==> src/rtl/sysid_verifier.sv <==
// Avalon-MM master that reads the system-ID slave (ID word, then timestamp) and checks both
// against build-time values. Optional periodic self-trigger under SYSID_VERIFIER_PERIODIC_EN.
module sysid_verifier #(
   parameter logic [31:0] EXPECTED_ID  = 32'h0000_0000,
   parameter logic [31:0] EXPECTED_TS  = 32'd1618182670,
   parameter int unsigned READ_LATENCY = 0,
   parameter logic [15:0] PERIOD       = 16'd1000
) (
   input  logic        clock,
   input  logic        reset_n,
   input  logic        start,
   output logic        avm_address,
   output logic        avm_read,
   input  logic        avm_waitrequest,
   input  logic [31:0] avm_readdata,
   output logic        busy,
   output logic        done,
   output logic        id_ok,
   output logic        ts_ok,
   output logic [31:0] id_value,
   output logic [31:0] ts_value,
   output logic [7:0]  fail_count
);

   typedef enum logic [2:0] {StIdle, StRdId, StWtId, StRdTs, StWtTs, StCmp} state_t;

   localparam logic [1:0] Lat     = 2'(READ_LATENCY);
   localparam bit         ZeroLat = (READ_LATENCY == 0);

   state_t      state_q, state_d;
   logic [1:0]  lat_q, lat_d;
   logic [31:0] id_q, id_d, ts_q, ts_d;
   logic        id_ok_q, id_ok_d, ts_ok_q, ts_ok_d;
   logic        done_q, done_d;
   logic [7:0]  fail_q, fail_d;
   logic        trigger;

`ifdef SYSID_VERIFIER_PERIODIC_EN
   logic [15:0] timer_q, timer_d;
   logic        tick;

   // Held at PERIOD while busy, so every return to idle starts a fresh countdown.
   always_comb begin
      timer_d = timer_q;
      tick    = 1'b0;
      if (state_q != StIdle) begin
         timer_d = PERIOD;
      end else if (timer_q == 16'd0) begin
         tick = 1'b1;
      end else begin
         timer_d = timer_q - 16'd1;
      end
   end

   always_ff @(posedge clock or negedge reset_n) begin
      if (!reset_n) begin
         timer_q <= PERIOD;
      end else begin
         timer_q <= timer_d;
      end
   end

   assign trigger = start | tick;
`else
   assign trigger = start;
`endif

   always_comb begin
      state_d     = state_q;
      lat_d       = lat_q;
      id_d        = id_q;
      ts_d        = ts_q;
      id_ok_d     = id_ok_q;
      ts_ok_d     = ts_ok_q;
      done_d      = 1'b0;
      fail_d      = fail_q;
      avm_read    = 1'b0;
      avm_address = 1'b0;
      unique case (state_q)
         StIdle: begin
            if (trigger) state_d = StRdId;
         end
         StRdId: begin
            avm_read = 1'b1;
            if (!avm_waitrequest) begin
               if (ZeroLat) begin
                  id_d    = avm_readdata;
                  state_d = StRdTs;
               end else begin
                  lat_d   = 2'd1;
                  state_d = StWtId;
               end
            end
         end
         StWtId: begin
            if (lat_q == Lat) begin
               id_d    = avm_readdata;
               state_d = StRdTs;
            end else begin
               lat_d = lat_q + 2'd1;
            end
         end
         StRdTs: begin
            avm_read    = 1'b1;
            avm_address = 1'b1;
            if (!avm_waitrequest) begin
               if (ZeroLat) begin
                  ts_d    = avm_readdata;
                  state_d = StCmp;
               end else begin
                  lat_d   = 2'd1;
                  state_d = StWtTs;
               end
            end
         end
         StWtTs: begin
            if (lat_q == Lat) begin
               ts_d    = avm_readdata;
               state_d = StCmp;
            end else begin
               lat_d = lat_q + 2'd1;
            end
         end
         StCmp: begin
            id_ok_d = (id_q == EXPECTED_ID);
            ts_ok_d = (ts_q == EXPECTED_TS);
            done_d  = 1'b1;
            // Saturate rather than wrap so a long-running failure stays visible.
            if (!(id_ok_d && ts_ok_d) && (fail_q != 8'hFF)) fail_d = fail_q + 8'd1;
            state_d = StIdle;
         end
         default: state_d = StIdle;
      endcase
   end

   always_ff @(posedge clock or negedge reset_n) begin
      if (!reset_n) begin
         state_q <= StIdle;
         lat_q   <= 2'd0;
         id_q    <= 32'd0;
         ts_q    <= 32'd0;
         id_ok_q <= 1'b0;
         ts_ok_q <= 1'b0;
         done_q  <= 1'b0;
         fail_q  <= 8'd0;
      end else begin
         state_q <= state_d;
         lat_q   <= lat_d;
         id_q    <= id_d;
         ts_q    <= ts_d;
         id_ok_q <= id_ok_d;
         ts_ok_q <= ts_ok_d;
         done_q  <= done_d;
         fail_q  <= fail_d;
      end
   end

   assign busy       = (state_q != StIdle);
   assign done       = done_q;
   assign id_ok      = id_ok_q;
   assign ts_ok      = ts_ok_q;
   assign id_value   = id_q;
   assign ts_value   = ts_q;
   assign fail_count = fail_q;

endmodule

==> config.mk <==
export PLATFORM = sky130hd
export DESIGN_NAME = sysid_verifier
export DESIGN_NICKNAME = d
export VERILOG_FILES = /design/src/rtl/sysid_verifier.sv
export SDC_FILE = /design/constraint.sdc
export NUM_CORES = 1
export LEC_CHECK = 0
export ABC_AREA = 1
export BUFFER_PORTS_ARGS = -buffer_cell sky130_fd_sc_hd__clkbuf_2
export CORE_ASPECT_RATIO = 0.5
export CORE_MARGIN = 3
export CORE_UTILIZATION = 40
export DETAILED_ROUTE_END_ITERATION = 8
export GPL_TIMING_DRIVEN = 0
export PLACE_DENSITY_LB_ADDON = 0.08
export REMOVE_ABC_BUFFERS = 1
export SLEW_MARGIN = 25
export SYNTH_ARGS = -nofsm -noshare
export SYNTH_HDL_FRONTEND = slang
export SYNTH_SLANG_ARGS = --single-unit
==> constraint.sdc <==
create_clock -name clock -period 1.8 [get_ports clock]
set_input_delay 0.27 -clock clock [delete_from_list [all_inputs] [get_ports clock]]
set_output_delay 0.27 -clock clock [all_outputs]
set_load 0.02 [all_outputs]
* After elaboration in Yosys (flattened, before gate mapping) *
Cells that the tools add are included.

word-level totals
  register bits after elaboration = 80
  bits in latches = 0
  memory bits (writable) = 0
  bits in read-only memories = 0
  input bits = 36
  output and inout bits = 78
  word-level logic and storage cells = 52
  memories kept = 0

cells by class
  add/sub/neg operators = 2
  multiply operators = 0
  divide/modulo/power cells = 0
  order comparisons = 0
  equal/unequal tests = 12
  shift-type cells = 0
  multiplexer cells = 13
  bitwise operators = 1
  reductions and logical operators = 16

operator list
  kind                    number
  $pmux W32 S2            2
  $mux W32                2
  $eq A32 B31 Y1 const B  1
  $logic_not A32 Y1       1
  $mux W3                 5
  $pmux W3 S5             1
  $ne A2 B2 Y1 const B    5
  $add A8 B1 Y8 const B   1
  $ne A8 B8 Y1 const B    1
  $eq A3 B2 Y1 const B    2
  $eq A3 B3 Y1 const B    2
  $reduce_and A3 Y1       2
  $reduce_and A5 Y1       1
  $reduce_and A2 Y1       2
  $reduce_bool A2 Y1      2
  $reduce_or A2 Y1        2
  $eq A3 B1 Y1 const B    1
  $logic_not A3 Y1        1
  $mux W1                 3
  $reduce_bool A3 Y1      1
  $add A2 B1 Y2 const B   1
  $logic_and A1 B1 Y1     2
  $logic_not A2 Y1        1
  $logic_not A1 Y1        1
  $not A1 Y1              1

* Depth between registers and ports, before layout *
  word-level depth = 5
  depth in mapped cells = 10
  depth with buffers taken out = 10

* Least setup slack after synthesis *
OpenSTA, ideal clock, no wires.

  kind = reg2reg
  start point = register fail_q[0], in the netlist fail_count[0]
  end point = register fail_q[5], in the netlist fail_count[5]
  library setup time = 66 ps
  arrival = 1554 ps
  data required time = 1734 ps
  slack = 179 ps
  stages on the path, launching flop included = 8
  buffers on the path = 0
  clock period less this slack = 1621 ps
  cell sequence = dfrtp_1 > ha_1 > nand3_1 > nor2_1 > nand4_2 > nand3_1 > nand2_1 > nand2_1

on the way
  word-level cells in the longest chain between the ends = 3
  elaborated cells on any way between the ends = 4
  those cells by class = add/sub (1); eq/ne (1); reduce/logical (2)

RTL lines
  element                                                RTL line  source
  start: declaration                                     35        logic [7:0] fail_q, fail_d;
  start signal: assignment                               154       fail_q <= fail_d;
  branches (longest 3 deep; another with $add A8 B1 Y8)  --

Parallel ways; which one is timed is not known.
A chain may end at the register's enable or synchronous reset.

* Worst setup path in the final report *
  start point = register state_q[0]
  end point = output port avm_read

on the way
  word-level cells in the longest chain between the ends = 3
  elaborated cells on any way between the ends = 4
  those cells by class = eq/ne (2); mux (1); reduce/logical (1)

RTL lines
  element                                              RTL line  source
  start: declaration                                   30        state_t state_q, state_d;
  start signal: assignment                             138       state_q <= StIdle;
  start signal: assignment                             147       state_q <= state_d;
  $eq A3 B2 Y1 / $eq A3 B1 Y1 (equally long branches)  79        unique case (state_q)
  $reduce_or A2 Y1 (no source line) (*)                --
  $mux W1 (*)                                          79
  end: declaration                                     13        output logic avm_read,

Mark *: on every way between the ends. The rest lies on a longest branch, timed or not.

==> run metrics <==
outcome=completed; Total Routed Length=8.65 mm; post-synthesis cell count=405; post-route minimum period=1.68 ns; first-pass GRT wire length=13.4 mm; DP Wirelength=5.97 mm; Clock transition at path regs=0.06 ns; Worst slew margin=56.8%; nets@finish=565; Cell Rows=24; Critical Path RT=1.53 ns; Final Skew=0.00754 ns; Worst VDD drop=761 µV; Mean Syn Cell Area=9.20 µm²; CTS Root Cell=clkbuf_16; Mapped Area=3720 µm²; CP cell instances=inv_2 > nor3_4 > or2_2 > clkbuf_2; hold crit path type=primary input to register; Crit path largest cell delay=0.42 ns; PD cells=2050 nW/µm²; placement-stage cell area=4350 µm²; Slew @ Worst Pin=0.648 ns; DR iter-0 viols=97; Via density=4.56; number of global-route vias before repair=2680; ys flop type=dfrtp_1; Clock Latency Late Sink=0.33 ns; clock buffer depth=2; setup TNS=0 ns; Crit path buffers/inverters=2; EDFF count, synth=0; DRC Markers=0; post-synth cell types=29; top post-synthesis cells by area=dfrtp_1 (54%), nand2_1 (8.7%), o21ai_2 (6.6%), nand2_2 (4.9%), inv_1 (4.7%); Max Clk Rate=596 MHz; Synth top cells by count=nand2_1 (86), dfrtp_1 (80), inv_1 (47); count leader, synth=nand2_1; routed vias=2958; H-tree depth=3; share of layout cells above drive strength 1=39.9%; Worst Path Arrival=1.41 ns; die area=10600 µm²; CTS tree=done; Worst Setup End Kind=output pin; Final ANT Viol Nets=0; flop-to-flop setup slack=0.14 ns; antenna violations before repair=0; grt ovf=0; Die X=142 µm; Synth area leader=dfrtp_1; wire per inst=13.3 µm; final instance area=4750 µm²; total CTS buffers=9; # IOs=114; gpl congestion=0.814; Syn. warnings=0; # clock sinks=80; Pleak=2.50 nW; Maximum Capacitance Violations=0; final setup fails=0; port bufs=113; antenna diode count=0; GRT Util Overall=16.3%; Tcrit/Tclk final=93.2%; Synth-to-Final Area Change=27.4%; slowest CP cell=dfrtp_1; core area=8890 µm²; Worst Setup Start Kind=register; starting density of the core=41.9%; family with the most delay on the worst path=flip-flops; Synth top area share=53.7%; largest net degree at the start of global routing=81; Seq cells post-synth=80; post-synthesis sequential area ratio=53.7%; Slew Viols, Final=0; critical path class=register to output pin; Max Fanout on Critical Path=4; Final Hold Vio Count=0; Async SR Flop Fraction=100%; Die Y-Extent=74.2 µm; DR pass1 iterations=4
## final cells by class
class,instances,area (µm²)
clock buffer,12,246
clock inverter,3,42.5
fill,882,4140
inverter,50,188
multi-input combinational,262,1460
sequential,80,2000
tap,117,146
timing repair buffer,124,663
## worst paths after layout
| check | from | to | cells after the start |
|---|---|---|---|
| worst max-delay path | state_q[0] | avm_read | 4 |
| worst min-delay path | avm_readdata[26] | ts_value[26] | 3 |
| worst max register to register | state_q[1] | ts_value[21] | 8 |
| worst min register to register | lat_q[0] | lat_q[0] | 1 |
| max in group asynchronous | reset_n | ts_value[1] | 2 |
| min in group asynchronous | reset_n | fail_count[2] | 2 |
## state kept, by name, summed over array words and instances (netlist names)
name,flops
fail_count,8
ts_ok,1
lat_q,2
state_q,3
id_ok,1
done,1
ts_value,32
id_value,32
## worst min-delay path: cells and delay by family
kind                   cells  cell delay (ns)
buffers and inverters      2             0.14
AOI/OAI and AO/OA          1             0.06
## cells in the final DEF, fill, tap and decap left out, types with 2 or more instances in the layout
cell,count
o21ai_0,35
nand2_1,85
nor3_4,3
nor2_1,39
xor2_1,4
mux2_2,2
dfrtp_1,78
clkbuf_1,2
o21ai_1,5
ha_1,2
nand2_2,30
dfrtp_2,2
clkbuf_16,9
nand2_8,2
nand3_1,5
nand3b_1,2
inv_2,4
o21ai_2,28
buf_4,8
clkbuf_8,2
nand4_1,10
nor3_1,3
inv_1,46
nand3_2,2
clkbuf_2,112
## what timing repair did
item,CTS,global route
gates resized for setup,3,10
setup endpoints to repair,26,63
hold buffers,1,0
gates cloned,0,1
buffers inserted,2,4
pin swaps,1,1
hold endpoints to repair,8,0
## layer usage
| metal | wire [µm] | track usage, % | vias to the layer above | part of all wire (%) |
|---|---|---|---|---|
| met1 | 4150 | 22.7 | 1346 | 48 |
| met2 | 3860 | 24.0 | 71 | 45 |
| met5 | 0 | 0 | - | 0 |
| met3 | 579 | 6.81 | 5 | 6.7 |
| met4 | 51 | 3.48 | 0 | 0.59 |
| li1 | - | - | 1536 | - |
## power breakdown
part / total [mW] / switching (mW) / internal (mW)
clock: 1.79 / 0.683 / 1.10
combinational: 4.63 / 3.01 / 1.63
sequential: 3.31 / 0.706 / 2.61
## cells by family (layout without fill, tap and decap cells)
group / after synthesis / count (layout) / synth area share (%)
muxes: 2 / 2 / 0.605
DFF: 80 / 80 / 53.7
xor gates and xnor gates: 4 / 4 / 0.940
AOI/OAI and AO/OA: 69 / 69 / 12.2
and+or+nand+nor: 184 / 185 / 23.1
buffers and inverters: 64 / 189 / 8.80
adders and majority gates: 2 / 2 / 0.672
## metrics by stage
stage               utilization [%]  hold WS, ns  std cells  setup slack (ns)  power (mW)
floorplan                         -      -0.0256        391             -1.27        6.17
global placement               48.3        0.457        621             -2.65        7.35
detailed placement             48.9        0.350        627            -0.204        7.75
CTS                            52.5        0.169        643            0.0235        9.63
global route                   53.4        0.164        648          -0.00140        10.5
finish                         53.4        0.178        648             0.123        9.73
Note: power is estimated with default switching activity, not from simulation.
